[config.mk]
export PLATFORM = sky130hd
export DESIGN_NAME = fifo_sync
export DESIGN_NICKNAME = d
export VERILOG_FILES = /design/src/rtl/fifo_sync.sv
export SDC_FILE = /design/constraint.sdc
export NUM_CORES = 1
export LEC_CHECK = 0
export ABC_AREA = 1
export CELL_PAD_IN_SITES_DETAIL_PLACEMENT = 0
export CELL_PAD_IN_SITES_GLOBAL_PLACEMENT = 1
export CORE_MARGIN = 4
export CORE_UTILIZATION = 54
export DETAILED_ROUTE_END_ITERATION = 6
export MAX_ROUTING_LAYER = met4
export PLACE_DENSITY_LB_ADDON = 0.1
export SLEW_MARGIN = 10
export SYNTH_ARGS = -nofsm -noshare
export SYNTH_HDL_FRONTEND = slang
export SYNTH_SLANG_ARGS = --single-unit
[constraint.sdc]
create_clock -name clk -period 4.81 [get_ports clk]
set_input_delay 0.962 -clock clk [delete_from_list [all_inputs] [get_ports clk]]
set_output_delay 0.962 -clock clk [all_outputs]
set_load 0.01 [all_outputs]
[src/rtl/fifo_sync.sv]
// Single-clock synchronous FIFO with registered read data and
// occupancy-decoded empty/almost_empty/almost_full/full flags.
module fifo_sync #(
    parameter int DATA_WIDTH         = 8,
    parameter int FIFO_DEPTH         = 32,
    parameter int ALMOST_EMPTY_LEVEL = 2,
    parameter int ALMOST_FULL_LEVEL  = 2
) (
    input  logic                  clk,
    input  logic                  rst,
    input  logic                  wr,
    input  logic                  rd,
    input  logic [DATA_WIDTH-1:0] data_in,
    output logic                  empty,
    output logic                  almost_empty,
    output logic                  almost_full,
    output logic                  full,
    output logic [DATA_WIDTH-1:0] data_out
);
    localparam int AW = $clog2(FIFO_DEPTH);

    localparam logic [AW:0] LVL_FULL = (AW+1)'(FIFO_DEPTH);
    localparam logic [AW:0] LVL_AE   = (AW+1)'(ALMOST_EMPTY_LEVEL);
    localparam logic [AW:0] LVL_AF   = (AW+1)'(FIFO_DEPTH - ALMOST_FULL_LEVEL);

    logic [DATA_WIDTH-1:0] mem [FIFO_DEPTH];
    logic [AW-1:0]         wptr, rptr;
    logic [AW:0]           count;
    logic                  wr_acc, rd_acc;

    // A write into a full FIFO is allowed only when a read frees a slot this cycle.
    assign rd_acc = rd && !empty;
    assign wr_acc = wr && (!full || rd_acc);

    assign empty        = (count == '0);
    assign almost_empty = (count <= LVL_AE);
    assign almost_full  = (count >= LVL_AF);
    assign full         = (count == LVL_FULL);

    // Storage is deliberately left out of reset.
    always_ff @(posedge clk) begin
        if (wr_acc)
            mem[wptr] <= data_in;
    end

    always_ff @(posedge clk or negedge rst) begin
        if (!rst) begin
            wptr     <= '0;
            rptr     <= '0;
            count    <= '0;
            data_out <= '0;
        end else begin
            if (wr_acc)
                wptr <= wptr + AW'(1);
            if (rd_acc) begin
                data_out <= mem[rptr];
                rptr     <= rptr + AW'(1);
            end
            if (wr_acc && !rd_acc)
                count <= count + (AW+1)'(1);
            else if (rd_acc && !wr_acc)
                count <= count - (AW+1)'(1);
        end
    end
endmodule

==> results of run 1 <==
[worst paths after layout]
kind	cells after the start	slack (ps)	endpoint	startpoint
min	2	490	data_out[6]	data_out[6]
max	3	1800	almost_full	count[1]
max in group asynchronous	2	3720	rptr[0]	rst
max reg2reg	9	2030	data_out[3]	rptr[0]
min in group asynchronous	2	790	count[0]	rst
min reg2reg	2	490	data_out[6]	data_out[6]
[state kept, by name (all words and copies together) (netlist names)]
name and cells:
mem 256, data_out 8, count 6, rptr 5
wptr 5
[per-stage QoR]
step | instances | hold slack [ps] | total power [mW]
after floorplan | 1159 | 483.1 | 4.874
after global placement | 1417 | 473.6 | 5.637
after detailed placement | 1417 | 472.7 | 5.649
after CTS | 1473 | 489.8 | 7.935
after global routing | 1473 | 501.9 | 8.365
final | 1473 | 488.4 | 7.887
[worst max-delay path: cells and delay by family (launching register included)]
family / cells / cell delay [ps]
AOI/OAI and AO/OA: 1 / 370
buffers and inverters: 2 / 730
DFF: 1 / 420
[cells by family (layout without fill, tap and decap cells)]
logic type | Yosys count | after routing | share of synthesized area
flip-flops | 280 | 280 | 0.6825
AO/OA/AOI/OAI | 43 | 43 | 0.01968
AND/OR/NAND/NOR | 634 | 634 | 0.2155
adder cells (fa/ha/maj) | 11 | 11 | 0.01195
buffers and inverters | 181 | 215 | 0.06316
XOR/XNOR | 10 | 10 | 0.007213
[layout by cell type (no fill, tap or decap)]
cell type and n:
nand2_1 378, ha_1 10, clkdlybuf4s50_1 16, clkinv_1 1, inv_2 3, clkinvlp_4 1, dfrtp_2 1, o22ai_1 1
dfrtp_4 1, o21ai_0 13, nor2_2 1, o31ai_1 1, fa_1 1, buf_4 7, nand2_2 2, o41ai_1 1
clkbuf_16 31, clkbuf_8 7, buf_2 7, dfrtp_1 22, edfxtp_1 256, inv_1 125, xor2_1 8, o21a_1 1
clkbuf_1 9, a21oi_1 22, o211ai_1 1, nand4_1 1, inv_8 1, nor3_2 2, nor2_1 85, nand2_4 2
xnor2_1 2, bufinv_16 2, o21ai_2 3, nand3_1 163, clkinv_2 5
[layout make-up]
type,count,area share
sequential,280,0.6153
multi-input combinational,698,0.2295
clock buffer,47,0.06721
inverter,129,0.03602
tap,280,0.02599
timing repair buffer,30,0.01838
clock inverter,9,0.007612
[metal layers]
metal	wire length, um	vias up	GRT usage
met1	11910	3821	0.3205
met4	617	0	0.06377
met3	1723	38	0.03855
li1	-	3837	-
met2	14090	218	0.3883
met5	0	-	-
[where the power goes]
group / internal (mW) / leakage [nW] / switching (mW)
clock: 1.40 / 0.495 / 0.896
sequential: 2.89 / 2.60 / 0.171
combinational: 0.755 / 2.37 / 1.78
==> metrics.md, run 1 <==
| Metric | Value |
|---|---|
| Crit path max fanout | `4` |
| Share of the synthesized area in the top cell type | `0.6331` |
| Post-synth top cells | `378 x nand2_1, 256 x edfxtp_1, 163 x nand3_1` |
| Worst-path clk slew | `60 ps` |
| Worst slew pin tran | `around 1200 ps` |
| Final setup viols | `0` |
| Slew Limit Fails | `0` |
| Seq/Total Area, Yosys | `0.6825` |
| CTS sink count | `between 200 and 300` |
| Final TNS setup | `0 ps` |
| CTS Hold Bufs | `0` |
| Initial antenna violation count | `0` |
| CTS max path bufs | `3` |
| Via/cell ratio | `between 5 and 6` |
| Root buffer cell | `clkbuf_16` |
| Clock latency at the later pin of the worst-skew pair | `550 ps` |
| Worst vdd ir | `roughly 0.00065 V` |
| Dpl hpwl | `16690 um` |
| LEAKAGE | `between 5 and 6 nW` |
| Post-CTS repair timing setup buffer count | `0` |
| Gate Count Post-Synth | `roughly 1200` |
| Largest net degree at the start of global routing | `a little over 80` |
| Outcome | `finished, final reports clean` |
| Rel. slew slack | `0.1988` |
| Most frequent cell after synthesis | `nand2_1` |
| DR DRC count | `0` |
| Grt ovf | `0` |
| DRT Pass-1 Iters | `5` |
| Antenna cells | `0` |
| DR WL/cell | `19.24 um` |
| Row count | `54` |
| Die Footprint | `about 25000 um^2` |
| CTS tree | `built` |
| Crit start category | `flop` |
| Core Area | `roughly 22000 um^2` |
| Top Ports | `24` |
| Iter 0 DRT Violations | `around 600` |
| Synth warnings | `0` |
| Total number of vias | `between 7000 and 8000` |
| Post-Syn Nets | `1182` |
| Power per cell area | `585.1 nW/um^2` |
| Worst path slowest cell | `clkdlybuf4s50_1` |
| Die height | `158.0 um` |
| Global-route wire length before repair | `42820 um` |
| Placed inst area | `between 10000 and 15000 um^2` |
| RSZ-0062 raised after global routing | `no` |
| Final nets | `roughly 1200` |
| Layout area overhead | `10.99%` |
| CTS buffer count | `30` |
| Final Critical Period | `approximately 3000 ps` |
| Post-synth EDFFs | `approximately 260` |
| Pre-CTS setup slack | `1493 ps` |
| Post-Syn Area | `about 12000 um^2` |
| Post-layout util | `0.6138` |
| Worst Hold Class | `flop to flop` |
| Critical path arrival | `roughly 2100 ps` |
| CP max stage delay | `610 ps` |
| Final GP Congestion | `0.8166` |
| H-tree lvl count | `1` |
| Final Hold Viols | `0` |
| GR Util All Layers | `0.2395` |
| Number of global-route vias before repair | `7574` |
| Final wirelength | `about 28000 um` |
| I/O Buffers | `23` |
| Clock skew | `about 20 ps` |
| Design Area, Final | `13480 um^2` |
| Synthesized area per cell | `approximately 10 um^2` |
| Post-route ant nets | `0` |
| Share of cells above drive strength 1 | `0.06370` |
| Filler cells | `around 1800` |
| Die Wd | `158.0 um` |
| Initial Utilization | `0.5530` |
| Critical path capture point type | `primary output` |
| Fmax | `between 0.3 and 0.4 GHz` |
| Post-cts resize count | `0` |
| Final worst-path cycle share | `0.6259` |
| Ranking of synthesized cells by area | `edfxtp_1 63%, nand2_1 12%, nand3_1 6.7%` |
| Footprint of the multi-input gates | `3093 um^2` |
| Synth area leader | `edfxtp_1` |
| Critical Path RT | `between 3000 and 4000 ps` |
| Setup WS post-layout | `1800 ps` |
| Register Area | `just over 8000 um^2` |
| Post-synth ARST share | `0.08571` |
| Critical path class | `flop to primary output` |
| Unique masters post-synth | `30` |
| Worst path cell trace | `inv_1, o41ai_1, clkdlybuf4s50_1` |
| Maximum capacitance violations | `0` |
| Ys flop type | `edfxtp_1` |
| Seq cells post-synth | `280` |
No activity file was read; power rests on OpenSTA's default activity.
==> run 2, diff against run 1 <==
--- a/config.mk
+++ b/config.mk
@@ -9,7 +9,7 @@
 export CELL_PAD_IN_SITES_DETAIL_PLACEMENT = 0
 export CELL_PAD_IN_SITES_GLOBAL_PLACEMENT = 1
 export CORE_MARGIN = 4
-export CORE_UTILIZATION = 54
+export CORE_UTILIZATION = 50
 export DETAILED_ROUTE_END_ITERATION = 6
 export MAX_ROUTING_LAYER = met4
 export PLACE_DENSITY_LB_ADDON = 0.1
==> constraint.sdc (replaced) <==
create_clock -name clk -period 3 [get_ports clk]
set_input_delay 0.6 -clock clk [delete_from_list [all_inputs] [get_ports clk]]
set_output_delay 0.6 -clock clk [all_outputs]
set_load 0.01 [all_outputs]
==> run 2 against run 1 <==
- clock skew is 1.4 ps lower
- via count up 0.71%
- highest routed layer unchanged
- clock power increased by 55%
- sequential power increased by 58%
==> metrics.md, run 2 (synthesized netlist as in run 1, its figures left out) <==
| Metric | Value |
|---|---|
| Critical Path RT | `2400 ps` |
| Via/cell ratio | `around 5` |
| H-tree lvl count | `1` |
| Power per cell area | `918.5 nW/um^2` |
| Worst path slowest cell | `clkdlybuf4s50_1` |
| Row count | `between 50 and 60` |
| Filler cells | `roughly 2100` |
| Post-cts resize count | `0` |
| Register with the most flip-flops | `mem` |
| Reg-to-Reg Start | `count[3]` |
| Number of buffers and inverters on the critical path | `2` |
| Crit start category | `flop` |
| Largest registers | `mem: 256 flops, data_out: 8 flops, count: 6 flops` |
| Outcome | `finished, final reports clean` |
| CP max stage delay | `a little over 600 ps` |
| Die height | `163.8 um` |
| Root buffer cell | `clkbuf_16` |
| Final nets | `1236` |
| Critical path capture point type | `primary output` |
| Post-layout util | `0.5856` |
| GR Util All Layers | `0.2257` |
| Final Critical Period | `between 2000 and 3000 ps` |
| Share of cells above drive strength 1 | `0.09069` |
| Largest net degree at the start of global routing | `approximately 140` |
| Rel. slew slack | `0.4625` |
| Setup WS post-layout | `roughly 290 ps` |
| Fmax | `approximately 0.37 GHz` |
| CTS sink count | `280` |
| CTS buffer count | `29` |
| CTS max path bufs | `3` |
| Initial Utilization | `0.5127` |
| Clock skew | `approximately 19 ps` |
| Critical path class | `flop to primary output` |
| Slew Limit Fails | `0` |
| Final GP Congestion | `about 0.84` |
| LEAKAGE | `between 5 and 6 nW` |
| Worst-path clk slew | `approximately 70 ps` |
| Max reg flops | `about 260` |
| Placed inst area | `about 13000 um^2` |
| Worst Hold Class | `primary input to async pin` |
| DR WL/cell | `roughly 19 um` |
| RSZ-0062 raised after global routing | `no` |
| Worst path cell trace | `inv_1, o41ai_1, clkdlybuf4s50_1` |
| Number of global-route vias before repair | `between 7000 and 8000` |
| Crit path from | `count[1]` |
| Final worst-path cycle share | `0.9038` |
| Design Area, Final | `13870 um^2` |
| Final setup viols | `0` |
| Pre-CTS setup slack | `just under 300 ps` |
| Post-CTS repair timing setup buffer count | `0` |
| Crit path max fanout | `4` |
| Top Ports | `24` |
| Hold_ws | `between 400 and 500 ps` |
| Commonest cells after routing, fill and taps aside | `378 x nand2_1, 256 x edfxtp_1, 163 x nand3_1` |
| Grt ovf | `0` |
| Final TNS setup | `0 ps` |
| Total number of vias | `between 7000 and 8000` |
| Final Hold Viols | `0` |
| Die Wd | `approximately 160 um` |
| Antenna cells | `0` |
| Commonest non-fill, non-tap cell in the layout | `nand2_1` |
| CTS Hold Bufs | `0` |
| Maximum capacitance violations | `0` |
| Dpl hpwl | `around 17000 um` |
| Global-route wire length before repair | `between 40000 and 50000 um` |
| Worst vdd ir | `0.001155 V` |
| Worst slew pin tran | `slightly above 800 ps` |
| Clock latency at the later pin of the worst-skew pair | `roughly 540 ps` |
| DR DRC count | `0` |
| Top cell family by delay on the critical path | `buffers and inverters` |
| Die Footprint | `around 27000 um^2` |
| Critical path arrival | `~2100 ps` |
| Layout area overhead | `14.21%` |
| Core Area | `~24000 um^2` |
| Post-route ant nets | `0` |
| Initial antenna violation count | `0` |
| CTS tree | `built` |
| Final wirelength | `just under 30000 um` |
| Iter 0 DRT Violations | `between 600 and 700` |
| DRT Pass-1 Iters | `5` |
| I/O Buffers | `23` |
-- run 2: cell count changes in the layout (fill, tap and decap cells not counted), sizes merged --
| cell | change |
|---|---|
| clkdlybuf4s50 | +7 |
| clkbuf | -7 |
| inv | +1 |
| buf | +38 |
| clkinv | +3 |
-- run 2: area by class of cell --
class	count	area, um^2	area share
tap	319	399.1	0.02878
multi-input combinational	698	3088	0.2227
clock inverter	13	127.6	0.009202
inverter	129	485.5	0.03501
timing repair buffer	75	645.6	0.04655
clock buffer	40	829.5	0.05982
sequential	280	8293	0.5980
-- run 2: layer usage --
metal / vias up / part of all wire / track usage
li1: 3924 / - / -
met1: 3767 / 0.46 / 0.3281
met2: 230 / 0.45 / 0.3399
met3: 49 / 0.061 / 0.03011
met4: 0 / 0.028 / 0.06062
met5: - / 0 / -
-- run 2: worst register-to-register path, delay by kind of cell (launching register included) --
family	cells	cell delay (ps)
and+or+nand+nor	5	630
adders and majority gates	2	520
AOI/OAI and AO/OA	3	450
DFF	1	430
buffers and inverters	2	210
xor gates and xnor gates	1	170
-- run 2: power by group --
part / internal (mW) / switching, mW
combinational: 1.32 / 3.01
sequential: 4.62 / 0.226
clock: 2.11 / 1.44
total: 8.06 / 4.68
-- run 2: stage by stage --
stage	cells	total power [mW]
after CTS	1554	12.82
after floorplan	1159	7.815
after detailed placement	1501	9.269
final	1554	12.74
after global routing	1554	13.53
after global placement	1501	9.231
-- run 2: final timing paths --
| kind | endpoint | slack (ps) | cells after the start |
|---|---|---|---|
| worst max-delay path | almost_full | 290 | 3 |
| worst min-delay path | count[3] | 430 | 2 |
| worst max register to register | count[3] | 470 | 13 |
| worst min register to register | data_out[2] | 480 | 2 |
| max in group asynchronous | rptr[0] | 2230 | 2 |
| min in group clk | data_out[2] | 480 | 2 |
==> variant (config.mk and constraints of run 2) <==
Set the parameter `FIFO_DEPTH` to 16 (it was 32).
--- a/src/rtl/fifo_sync.sv
+++ b/src/rtl/fifo_sync.sv
@@ -4,3 +4,3 @@
     parameter int DATA_WIDTH         = 8,
-    parameter int FIFO_DEPTH         = 32,
+    parameter int FIFO_DEPTH         = 16,
     parameter int ALMOST_EMPTY_LEVEL = 2,
Behaviour: no difference found for any inputs over 10 cycles, from zero or initial values and one cycle with rst low; that may be too few to reach the edited logic, so the function may still have changed.
==> variant against run 2 <==
  * Worst setup slack better by 0.30 ns
  * Synthesized area down 45%
  * Routed wire length down 50%
  * Hold slack better by 0.049 ns
  * First-iteration DRC count down 44%
  * Sequential cell count down 131
  * Critical path depth up 1
  * Cell area down 45%
  * Maximum frequency up 12%
  * Utilization up 0.90 points
  * Via count down 44%
  * Power down 45%
  * Largest power group unchanged
==> variant: results (changes against run 2) <==
STA
  – Clk_skew: 0.00585 ns (-0.0129 ns)
  – Min cycle time layout: 2.42 ns (-0.295 ns)
  – Worst Hold Slack: 0.481 ns (+0.0492 ns)

Synth
  – Netlist cell types: 24 (-20%)
  – Syn_nets: 689 (-42%)
  – Synth Area per Inst: 9.99 um^2 (-4.7%)
  – Post-Synth XOR/XNOR Area: 0.0105 (+0.00331)
  – Sequential share of the synthesized area: 0.656 (-0.0266)
  – Synth top area cells: edfxtp_1, nand2_1, dfrtp_1

Power
  – Net Switching: 2.52 mW (-46%)
  – Comb pwr share: 0.347 (+0.007)
  – Clock network power share: 0.265 (-0.014)
  – VDD IR max: 0.505 mV (-56%)

Placed design
  – GPL Wtd Cong: 0.900 (+6.8%)
  – Worst slack, placed: 0.218 ns (-0.0721 ns)
  – Placed insts: 856 (-43%)

Routing
  – DR WL met3: 704 um (-60%)
  – Vias: 4433 (-44%)
  – Initial DRC count: 367 (-44%)
  – Vias/cell: 4.99 (-2.7%)

Layout
  – Nonclk inv count: 117 (-9.3%)
  – Clock-cell share: 0.0679 (-0.00109)
  – Fraction of area in multi-input gates: 0.222 (-0.000349)
  – Clock buffers: 27 (-33%)
  – Largest regs: mem (128), data_out (8), count (5)
  – Buffering overhead: 0.0509 (+0.00431)
  – Bufs w/o clock: 44 (-41%)
  – Filler cells: 1106 (-48%)
  – Layout cell share with drive strength beyond 1: 0.0712 (-0.0195)
  – Multi-input gate area: 1700 um^2 (-45%)

Global route
  – Grt met3 use: 0.0412 (+0.0111)
  – Largest net degree at the start of global routing: 67 (-52%)
  – Met1 Use GR: 0.296 (-0.0321)
  – Number of global-route vias before repair: 4188 (-45%)

Clocking
  – CTS H-Tree Depth: 4 (+3)
  – TritonCTS Buffers: 17 (-41%)
  – Clock latency on the worst-skew pair: 0.41 ns (-0.13 ns)

Worst hold path
  – Hold Path Class: reg2reg

Critical path
  – R2R Setup Slk: 0.60 ns (+0.13 ns)
  – Slowest stage delay, CP: 0.56 ns (-0.06 ns)

Run status
  – Status: finished, final reports clean
-- variant: changes by cell type after synthesis, moves of 2 or more --
cell | before | now
nor2_1 | 85 | 19
clkbuf_1 | 7 | 0
o21ai_2 | 3 | 0
clkinv_1 | 0 | 2
a21oi_1 | 22 | 3
buf_2 | 34 | 18
inv_1 | 126 | 113
o21ai_0 | 13 | 4
nand3_1 | 163 | 102
nand2_2 | 2 | 0
nand2_1 | 378 | 222
dfrtp_1 | 24 | 21
edfxtp_1 | 256 | 128
-- variant: final timing paths --
kind,start,to,depth (start not counted)
max,count[3],almost_empty,4
min,data_out[6],data_out[6],2
max reg2reg,count[3],count[4],15
min reg2reg,data_out[6],data_out[6],2
max in group asynchronous,rst,rptr[0],2
min in group asynchronous,rst,wptr[0],2
-- variant: tightest hold or removal path: stages, from the launching register on --
cell and delay (ns):
dfrtp_1 0.34, nand2_1 0.05, nand2_1 0.05
